===== config.mk =====
export PLATFORM = sky130hd
export DESIGN_NAME = shift_arbiter
export DESIGN_NICKNAME = d
export VERILOG_FILES = /design/src/rtl/shift_arbiter.sv
export SDC_FILE = /design/constraint.sdc
export NUM_CORES = 1
export LEC_CHECK = 0
export CORE_UTILIZATION = 40
export CTS_CLUSTER_DIAMETER = 150
export DETAILED_ROUTE_END_ITERATION = 8
export GPL_ROUTABILITY_DRIVEN = 0
export HOLD_SLACK_MARGIN = 0.06
export PLACE_DENSITY = 0.85
export SYNTH_ARGS = -nofsm -noshare
export SYNTH_HDL_FRONTEND = slang
export SYNTH_SLANG_ARGS = --single-unit

===== constraint.sdc =====
create_clock -name clock -period 3.8 [get_ports clock]
set_input_delay 0.95 -clock clock [delete_from_list [all_inputs] [get_ports clock]]
set_output_delay 0.95 -clock clock [all_outputs]
set_load 0.005 [all_outputs]

===== src/rtl/shift_arbiter.sv =====
// Two-requester arbiter that feeds one shared barrel shifter and registers its result.
// Define SHIFT_ARB_RR_EN for round-robin contention; otherwise requester 0 has fixed priority.
module shift_arbiter (
    input  logic        clock,
    input  logic        reset,
    input  logic        req0_valid,
    output logic        req0_ready,
    input  logic [31:0] req0_data,
    input  logic [4:0]  req0_shamt,
    input  logic        req0_shift,
    input  logic        req1_valid,
    output logic        req1_ready,
    input  logic [31:0] req1_data,
    input  logic [4:0]  req1_shamt,
    input  logic        req1_shift,
    output logic [31:0] bs_operand,
    output logic [4:0]  bs_shamt,
    output logic        bs_shift,
    input  logic [31:0] bs_result,
    output logic        rsp_valid,
    input  logic        rsp_ready,
    output logic        rsp_id,
    output logic [31:0] rsp_data
);

    typedef enum logic [1:0] {StIdle, StExec, StResp} state_e;

    state_e state_q, state_d;
    logic   id_q;
    logic   grant_any;
    logic   grant_id;
    logic   accept;

`ifdef SHIFT_ARB_RR_EN
    logic ptr_q;

    // On contention the pointer names the favoured requester.
    always_comb begin
        grant_id = req1_valid;
        if (req0_valid && req1_valid) begin
            grant_id = ptr_q;
        end
    end

    always_ff @(posedge clock) begin
        if (reset) begin
            ptr_q <= 1'b0;
        end else if (accept) begin
            ptr_q <= ~grant_id;
        end
    end
`else
    always_comb begin
        grant_id = req1_valid && !req0_valid;
    end
`endif

    always_comb begin
        grant_any = req0_valid || req1_valid;
    end

    // State register.
    always_ff @(posedge clock) begin
        if (reset) begin
            state_q <= StIdle;
        end else begin
            state_q <= state_d;
        end
    end

    // Next-state logic.
    always_comb begin
        state_d = state_q;
        case (state_q)
            StIdle:  if (grant_any) state_d = StExec;
            StExec:  state_d = StResp;
            StResp:  if (rsp_ready) state_d = StIdle;
            default: state_d = StIdle;
        endcase
    end

    // Output logic: readys only in IDLE and never while reset is high.
    always_comb begin
        req0_ready = 1'b0;
        req1_ready = 1'b0;
        if (state_q == StIdle && !reset) begin
            req0_ready = grant_any && !grant_id;
            req1_ready = grant_any && grant_id;
        end
        accept = req0_ready || req1_ready;
    end

    always_ff @(posedge clock) begin
        if (reset) begin
            bs_operand <= 32'h0;
            bs_shamt   <= 5'd0;
            bs_shift   <= 1'b0;
            id_q       <= 1'b0;
            rsp_valid  <= 1'b0;
            rsp_id     <= 1'b0;
            rsp_data   <= 32'h0;
        end else begin
            if (accept) begin
                bs_operand <= grant_id ? req1_data  : req0_data;
                bs_shamt   <= grant_id ? req1_shamt : req0_shamt;
                bs_shift   <= grant_id ? req1_shift : req0_shift;
                id_q       <= grant_id;
            end
            if (state_q == StExec) begin
                rsp_data  <= bs_result;
                rsp_id    <= id_q;
                rsp_valid <= 1'b1;
            end
            if (state_q == StResp && rsp_ready) begin
                rsp_valid <= 1'b0;
            end
        end
    end

endmodule


Word level (Yosys, flattened, before mapping)
Index checks and enable logic that the tools add are counted.
W data, S select, Z words.
{"block": "op_classes", "eq_ne": 4, "n_reduce_logical": 13, "muxes": 8}
{"op": "$mux W32", "n": 1}
{"op": "$pmux W2 S3", "n": 1}
{"op": "$logic_and A1 B1 Y1", "n": 5}
{"op": "$mux W5", "n": 1}
{"op": "$mux W2", "n": 2}
{"op": "$ne A2 B2 Y1 const B", "n": 2}
{"op": "$logic_not A1 Y1", "n": 3}
{"op": "$mux W1", "n": 3}
{"op": "$eq A2 B1 Y1 const B", "n": 1}
{"op": "$eq A2 B2 Y1 const B", "n": 1}
{"op": "$logic_not A2 Y1", "n": 1}
{"op": "$logic_or A1 B1 Y1", "n": 2}
{"op": "$reduce_and A2 Y1", "n": 1}
{"op": "$reduce_or A2 Y1", "n": 1}
{"block": "word_totals", "regBits": 75, "in_bits": 113, "wordCells": 33, "output_inout_bits": 74}

Logic depth before layout (Yosys ltp)
Gate-level depths: netlist of the first run.
{"block": "depth", "depth_word": 6, "ltp_mapped": 6, "ltp_nobuf": 3}

Least setup slack after synthesis of the first run
OpenSTA, ideal clock, no wires.
{"block": "synth_path", "path_kind": "input to output", "start": "in req0_valid", "end": "out req1_ready", "arrival_time_ns": 1.702, "cell_stages": 5, "path_slack_ns": 1.148, "t_required_ns": 2.850, "path_buffers": 3, "cell_sequence": "nand2b_1 -> buf_4 -> buf_12 -> buf_12 -> nor4_1"}
{"block": "synth_between", "elab_chain_len": 4, "word_cells_on_any_way": 5, "classes_between": "mux: 1; reduce/logical: 4"}
{"element": "start: declaration", "line_no": "6", "source": "input logic req0_valid,"}
{"element": "$logic_not A1 Y1", "line_no": "54", "source": "grant_id = req1_valid && !req0_valid;"}
{"element": "$logic_and A1 B1 Y1", "line_no": "54"}
{"element": "$logic_and A1 B1 Y1 *", "line_no": "88", "source": "req1_ready = grant_any && grant_id;"}
{"element": "$mux W1 *", "line_no": "86", "source": "if (state_q == StIdle && !reset) begin"}
{"element": "end: declaration", "line_no": "12", "source": "output logic req1_ready,"}
Every way passes the cells marked *; elsewhere a longest branch is shown, timed or not.

Worst setup path after layout of the first run
Ends and elaborated chain as after synthesis.

==> metrics.cfg, run 1 <==
[outcome]
status=completed

[global_route]
grt_overflow=0
grt_first_pass_wirelength_um=14500
grt_pass1_vias=2976
grt_max_degree=54
grt_use_total=0.220
antenna_found_initial=0

[synthesis]
yosysWarningCount=0
syn_inst=337
yosysUniqueCellTypes=23
avgSynthCellArea_um2=9.27
synth_seq_area_share=0.481
synthFlopType=dfxtp_1
syn_area_um2=3120
async_flop_share=0
ys_ff_latch=75
synth_edf_count=0
syn_nets=450

[setup_path]
crit_fanout=3
startpoint_type=primary input
max_stage_delay_ns=0.58
reg2reg_slack_ns=1.89
worst_path_dominant_cell_family=buffers and inverters
cpMostUsedCell=clkdlybuf4s50_1
path_class=in2out
crit_buf_inv=2
slowest_stage=clkdlybuf4s50_1
required_ns=2.85
worstSetupEndpointType=primary output
cp.arrival_ns=2.35
cp_cell_sequence=clkdlybuf4s50_1 > nand2b_2 > nor4_1 > clkdlybuf4s50_1

[final_layout]
layout_commonest_cell=clkdlybuf4s50_1
nets=620
final_layout_size_suffix_gt1_frac=0.0684
layout_common_cells=clkdlybuf4s50_1 (185), dfxtp_1 (75), a21oi_1 (73)
area_growth_syn_to_layout_pct=66.4
fill_cells=560
diodes=0

[die]
die_w_um=90.4
die_h_um=90.4
rows=31
core_area_um2=7410
ios=187
start_util=0.422
die-area_um2=8170

[hold_path]
hold_path.class=reg2reg

[pwr]
swShare=0.241
p_clk_frac=0.351
power_frac_seq=0.426
total_power_mw=2.09
p_int_mw=1.59
switching_power_mw=0.502
leakage_nw=2.00
powerDensity_nw_per_um2=402
ir_drop_uv=214
p_comb_frac=0.223

[cts]
clk_pin_slew_ns=0.07
clk_latency_ns=0.34
cts_tree=yes
cts_resized=0
cts_buffers=9
cts_setup_buffers=0
clk_path_buf_depth=2
h-tree-depth=3
hold_buffers=0
cts.sinks=75
root_buffer=clkbuf_8

[timing]
rsz0062_at_grt=false
timing.final.ws_setup_ns=0.499
hold_slack_ns=0.453
period_needed_ns=3.30
fin_crit_sh=0.869
fmax_mhz=303
finalMaxSlewViolations=0
hold_violations=0
clock-skew-final_ns=0.00987
slew_headroom=0.129
setup_viol=0
finalSetupTns_ns=0
tightestPinTransition_ns=1.30

[route]
antenna_left=0
route.vias.total=3036
first_pass_iters=4
dr.first_iter.drc_count=100
drt-total-wl_um=8900
post_drt_wl_per_cell_um=14.6
viasPerCell=4.97
drc=0

[job]
max-cap-violations=0

[placed_design]
hpwl_um=6410
dp_slack_ns=0.493
io_buffers=186

==> final cells by class <==
class / instances / area (um2) / area share
tap: 99 / 124 / 0.0238
timing repair buffer: 192 / 1900 / 0.366
clock inverter: 5 / 100 / 0.0193
sequential: 75 / 1500 / 0.289
multi-input combinational: 229 / 1430 / 0.275
clock buffer: 11 / 141 / 0.0272
==> power by group through the flow <==
stage	Sequential [mW]	Combinational [mW]	Clock, mW
after floorplan	0.908	0.194	0
after global placement	0.904	0.461	0
after detailed placement	0.907	0.469	0
after CTS	0.890	0.471	0.751
after global routing	0.899	0.504	0.796
final	0.890	0.466	0.733
==> tightest hold or removal path: cells and delay by family (launching register included) <==
kind / cells / cell delay, ns
flip-flops: 1 / 0.31
AO/OA/AOI/OAI: 1 / 0.05
AND/OR/NAND/NOR: 1 / 0.05
==> metal layers <==
| metal | up-vias | part of all wire | GRT usage |
|---|---|---|---|
| met3 | 6 | 0.087 | 0.0816 |
| met4 | 0 | 0.0076 | 0.0632 |
| met1 | 1367 | 0.41 | 0.261 |
| met2 | 139 | 0.50 | 0.372 |
| li1 | 1524 | - | - |
| met5 | - | 0 | 0 |
==> registers in the layout (all words and copies together) (netlist names) <==
| signal | cells |
|---|---|
| bs_operand | 32 |
| rsp_id | 1 |
| state_q | 2 |
| rsp_valid | 1 |
| rsp_data | 32 |
| bs_shamt | 5 |
| bs_shift | 1 |
| id_q | 1 |
==> stage by stage <==
stage,area (um2),utilization,instances
2_1_floorplan,3120,-,337
3_3_place_gp,4960,0.669,595
3_5_place_dp,4960,0.669,595
4_1_cts,5200,0.702,611
5_1_grt,5200,0.702,611
6_report,5200,0.702,611
==> Yosys cell counts (3+ instances only) <==
cell / n / area (um2)
a211oi_1: 28 / 210
buf_1: 5 / 18.8
clkbuf_1: 3 / 11.3
mux2i_1: 38 / 380
buf_2: 18 / 90.1
a21oi_1: 73 / 365
dfxtp_1: 75 / 1500
nand2_1: 66 / 248
a211oi_2: 10 / 125
==> final timing paths <==
kind,start,to,cells after the start
setup reg to reg,state_q[0],rsp_data[6],3
setup / recovery,req0_valid,req1_ready,4
hold / removal,rsp_data[24],rsp_data[24],2
hold reg to reg,rsp_data[24],rsp_data[24],2
==> kinds of logic after synthesis <==
group,share of synthesized area
multiplexers,0.122
AND/OR/NAND/NOR,0.106
flip-flops,0.481
buffers and inverters,0.0657
AO/OA/AOI/OAI,0.226
No activity file was read; power rests on OpenSTA's default activity.
==> run 2, diff against run 1 <==
CAP_MARGIN = 20   (was unset)
CORE_UTILIZATION = 42   (was 40)
CTS_BUF_LIST = sky130_fd_sc_hd__clkbuf_8   (was unset)
PLACE_DENSITY = 0.89   (was 0.85)
==> metrics.cfg, run 2 (synthesis gave the netlist of run 1 again) <==
[timing]
fin_crit_sh=0.856  ; -0.0125
rsz0062_at_grt=false
finalSetupTns_ns=0  ; unchanged
period_needed_ns=3.25  ; -0.0473 ns
finalMaxSlewViolations=0  ; unchanged
slew_headroom=0.528  ; +0.400
hold_slack_ns=0.452  ; -0.000851 ns
clock-skew-final_ns=0.00904  ; -0.000832 ns
fmax_mhz=307  ; +1.5%
hold_violations=0  ; unchanged
setup_viol=0  ; unchanged
timing.final.ws_setup_ns=0.546  ; +0.0473 ns
tightestPinTransition_ns=0.704  ; -0.597 ns

[setup_path]
max_stage_delay_ns=0.57  ; about the same
cp_cell_sequence=clkdlybuf4s50_1 > nand2b_2 > nor4_1 > clkdlybuf4s50_1
worst_path_dominant_cell_family=buffers and inverters
startpoint_type=primary input
cp.arrival_ns=2.30  ; -0.05 ns
worstSetupEndpointType=primary output
crit_buf_inv=2  ; unchanged
path_class=in2out
slowest_stage=clkdlybuf4s50_1
cpMostUsedCell=clkdlybuf4s50_1
crit_fanout=3  ; unchanged
required_ns=2.85  ; about the same

[final_layout]
fill_cells=549  ; -2.0%
layout_common_cells=clkdlybuf4s50_1 (185), dfxtp_1 (75), a21oi_1 (73)
diodes=0  ; unchanged
top_regs=bs_operand x32, rsp_data x32, bs_shamt x5
ff_latch_area_um2=1500  ; unchanged
layout_commonest_cell=clkdlybuf4s50_1
final_layout_size_suffix_gt1_frac=0.0700  ; +0.00168
multiInputGateArea_um2=1430  ; unchanged
area_growth_syn_to_layout_pct=66.2  ; about the same
nets=622  ; +0.32%

[die]
die-area_um2=7790  ; -4.7%
core_area_um2=7210  ; -2.6%
die_h_um=88.2  ; -2.4%
die_w_um=88.2  ; -2.4%
ios=187  ; unchanged
start_util=0.433  ; +0.0113
rows=31  ; unchanged

[pwr]
ir_drop_uv=196  ; -8.5%
total_power_mw=1.96  ; -6.1%
leakage_nw=2.00  ; -0.21%
powerDensity_nw_per_um2=378  ; -6.0%

[cts]
hold_buffers=0  ; unchanged
cts_tree=yes
clk_latency_ns=0.33  ; about the same
cts.sinks=75  ; unchanged
cts_buffers=9  ; unchanged
clk_pin_slew_ns=0.07  ; about the same
cts_setup_buffers=0  ; unchanged
h-tree-depth=3  ; unchanged
cts_resized=0  ; unchanged
root_buffer=clkbuf_8
clk_path_buf_depth=2  ; unchanged

[route]
route.vias.total=3108  ; +2.4%
drc=0  ; unchanged
post_drt_wl_per_cell_um=14.9  ; +2.1%
drt-total-wl_um=9110  ; +2.4%
dr.first_iter.drc_count=140  ; +40%
antenna_left=0  ; unchanged
first_pass_iters=4  ; unchanged
viasPerCell=5.07  ; +2.0%

[hold_path]
hold_path.class=reg2reg

[placed_design]
io_buffers=186  ; unchanged
hpwl_um=6700  ; +4.5%
dp_slack_ns=0.545  ; +0.0516 ns

[global_route]
antenna_found_initial=0  ; unchanged
grt_use_total=0.231  ; +0.0103
grt_max_degree=41  ; -24%
grt_pass1_vias=3003  ; +0.91%
grt_overflow=0  ; unchanged
grt_first_pass_wirelength_um=13800  ; -4.9%

[job]
max-cap-violations=0  ; unchanged

[outcome]
status=completed

## run 2: tightest hold or removal path, cell delays in order, from the launching register on
cell,delay (ns)
dfxtp_1,0.31
nand2_1,0.05
a21oi_1,0.05
## run 2: per-layer routing
metal / global-route usage / part of all wire / vias up
met5: 0 / 0 / -
met4: 0.138 / 0.034 / 0
met3: 0.0765 / 0.097 / 26
met2: 0.390 / 0.49 / 151
met1: 0.252 / 0.38 / 1406
li1: - / - / 1525
## run 2: worst paths after layout
kind | cells past startpoint | slack (ns) | startpoint | end
setup / recovery | 4 | 0.55 | req0_valid | req1_ready
hold reg to reg | 2 | 0.45 | rsp_data[1] | rsp_data[1]
setup reg to reg | 5 | 1.66 | state_q[1] | bs_operand[15]
hold / removal | 2 | 0.45 | rsp_data[1] | rsp_data[1]
## run 2: layout make-up
cell class                 instances  share of cell area
timing repair buffer             194               0.374
clock inverter                     6              0.0111
tap                               99              0.0238
sequential                        75               0.289
clock buffer                      10              0.0265
multi-input combinational        229               0.275
## run 2: per-stage QoR
step	instances	area, um2	util
finish	613	5190	0.720
global route	613	5190	0.720
CTS	613	5190	0.720
detailed placement	597	5000	0.693
global placement	595	4970	0.689
floorplan	337	3120	-
## run 2: where the power goes
group	internal [mW]	leakage [nW]	total, mW	switching, mW
combinational	0.288	1.28	0.477	0.189
clock	0.316	0.101	0.595	0.279
sequential	0.852	0.616	0.890	0.0376
==> run 3, diff against run 2 <==
CORE_MARGIN = 5   (was unset)
==> metrics.cfg, run 3 (synthesis gave the netlist of run 1 again) <==
[final_layout]
diodes=0  ; unchanged
top_regs=bs_operand x32, rsp_data x32, bs_shamt x5
layout.cells.non_filler=615  ; +0.33%
layout_commonest_cell=clkdlybuf4s50_1
fin_area_um2=5200  ; +0.22%
final_layout_size_suffix_gt1_frac=0.0756  ; +0.00554
area_growth_syn_to_layout_pct=66.6
nets=624  ; +0.32%
utilization=0.718  ; -0.00230
layout_common_cells=clkdlybuf4s50_1 (185), dfxtp_1 (75), a21oi_1 (73)

[setup_path]
path_class=in2out
required_ns=2.85  ; about the same
crit_fanout=3  ; unchanged
startpoint_type=primary input
worstSetupEndpointType=primary output
cp.arrival_ns=2.34  ; +0.04 ns

[global_route]
grt_max_degree=58  ; +41%
antenna_found_initial=0  ; unchanged
grt_first_pass_wirelength_um=14600  ; +5.7%
grt_use_total=0.203  ; -0.0281
grt_pass1_vias=3082  ; +2.6%
grt_overflow=0  ; unchanged

[timing]
period_needed_ns=3.29  ; +0.0361 ns
clock-skew-final_ns=0.00935  ; +0.000312 ns
hold_violations=0  ; unchanged
slew_headroom=0.520  ; -0.00854
rsz0062_at_grt=false
setup_viol=0  ; unchanged
tightestPinTransition_ns=0.720  ; +0.0160 ns
finalMaxSlewViolations=0  ; unchanged
fmax_mhz=304  ; -1.1%
fin_crit_sh=0.866  ; +0.00949
finalSetupTns_ns=0  ; unchanged

[cts]
root_buffer=clkbuf_8
cts_buffers=9  ; unchanged
cts.sinks=75  ; unchanged
clk_path_buf_depth=2  ; unchanged
clk_pin_slew_ns=0.07  ; about the same
cts_tree=yes
clk_latency_ns=0.32  ; about the same
cts_resized=0  ; unchanged
hold_buffers=0  ; unchanged
h-tree-depth=3  ; unchanged
cts_setup_buffers=0  ; unchanged

[pwr]
powerDensity_nw_per_um2=381  ; +0.75%
swShare=0.255  ; -0.00300
switching_power_mw=0.505  ; -0.20%
ir_drop_uv=196  ; about the same
power_frac_seq=0.449  ; -0.004
leakage_nw=2.01  ; +0.78%
p_clk_frac=0.310  ; +0.007
p_comb_frac=0.241  ; -0.002
p_int_mw=1.48  ; +1.4%

[route]
drc=0  ; unchanged
route.vias.total=3081  ; -0.87%
viasPerCell=5.01  ; -1.2%
dr.first_iter.drc_count=86  ; -39%
first_pass_iters=4  ; unchanged
drt-total-wl_um=9680  ; +6.2%
antenna_left=0  ; unchanged
post_drt_wl_per_cell_um=15.7  ; +5.8%

[hold_path]
hold_path.class=reg2reg

[die]
die-area_um2=9260  ; +19%
rows=31  ; unchanged
ios=187  ; unchanged
start_util=0.431  ; -0.00232
die_w_um=96.2  ; +9.1%
core_area_um2=7250  ; +0.54%
die_h_um=96.2  ; +9.1%

[placed_design]
io_buffers=186  ; unchanged
dp.cells=599  ; +0.34%
dpl_cell_area_um2=5000  ; about the same
hpwl_um=7300  ; +9.0%

[outcome]
status=completed

[job]
max-cap-violations=0  ; unchanged

==> run 3: path summary, 6_finish.rpt <==
check / depth (start not counted) / from / endpoint / slack, ns
max reg2reg: 5 / state_q[1] / bs_operand[5] / 2.00
min: 2 / rsp_data[29] / rsp_data[29] / 0.45
max: 4 / req0_valid / req1_ready / 0.51
min reg2reg: 2 / rsp_data[29] / rsp_data[29] / 0.45
==> run 3: metrics by stage <==
stage          power, mW  setup slack (ns)  hold WS, ns
2_1_floorplan       1.10              1.15        0.427
3_3_place_gp        1.37             0.517        0.441
3_5_place_dp        1.39             0.501        0.446
4_1_cts             2.00             0.501        0.457
5_1_grt             2.09             0.434        0.476
6_report            1.98             0.510        0.454
==> run 3: layout make-up <==
cell class | instances | area (um2)
Fill cell | 563 | 2050
Timing Repair Buffer | 196 | 1950
Tap cell | 99 | 124
Clock buffer | 11 | 151
Multi-Input combinational cell | 229 | 1430
Sequential cell | 75 | 1500
Clock inverter | 5 | 52.6
==> run 3: layer usage <==
layer  up-vias  part of all wire  wire (um)  global-route usage
li1       1535                 -          -                   -
met1      1404              0.38       3720               0.220
met2       132              0.49       4780               0.363
met3        10              0.11       1070              0.0735
met4         0             0.011        106              0.0628
met5         -                 0          0                   0
==> run 3: power groups by stage <==
stage | Sequential [mW] | Clock [mW] | Combinational [mW]
after floorplan | 0.908 | 0 | 0.194
after global placement | 0.903 | 0 | 0.465
after detailed placement | 0.905 | 0 | 0.482
after CTS | 0.889 | 0.629 | 0.484
after global routing | 0.898 | 0.670 | 0.518
final | 0.889 | 0.614 | 0.478
==> run 3: worst max-delay path, stage by stage <==
cell,delay (ns)
clkdlybuf4s50_1,0.42
nand2b_2,0.21
nor4_1,0.18
clkdlybuf4s50_1,0.59
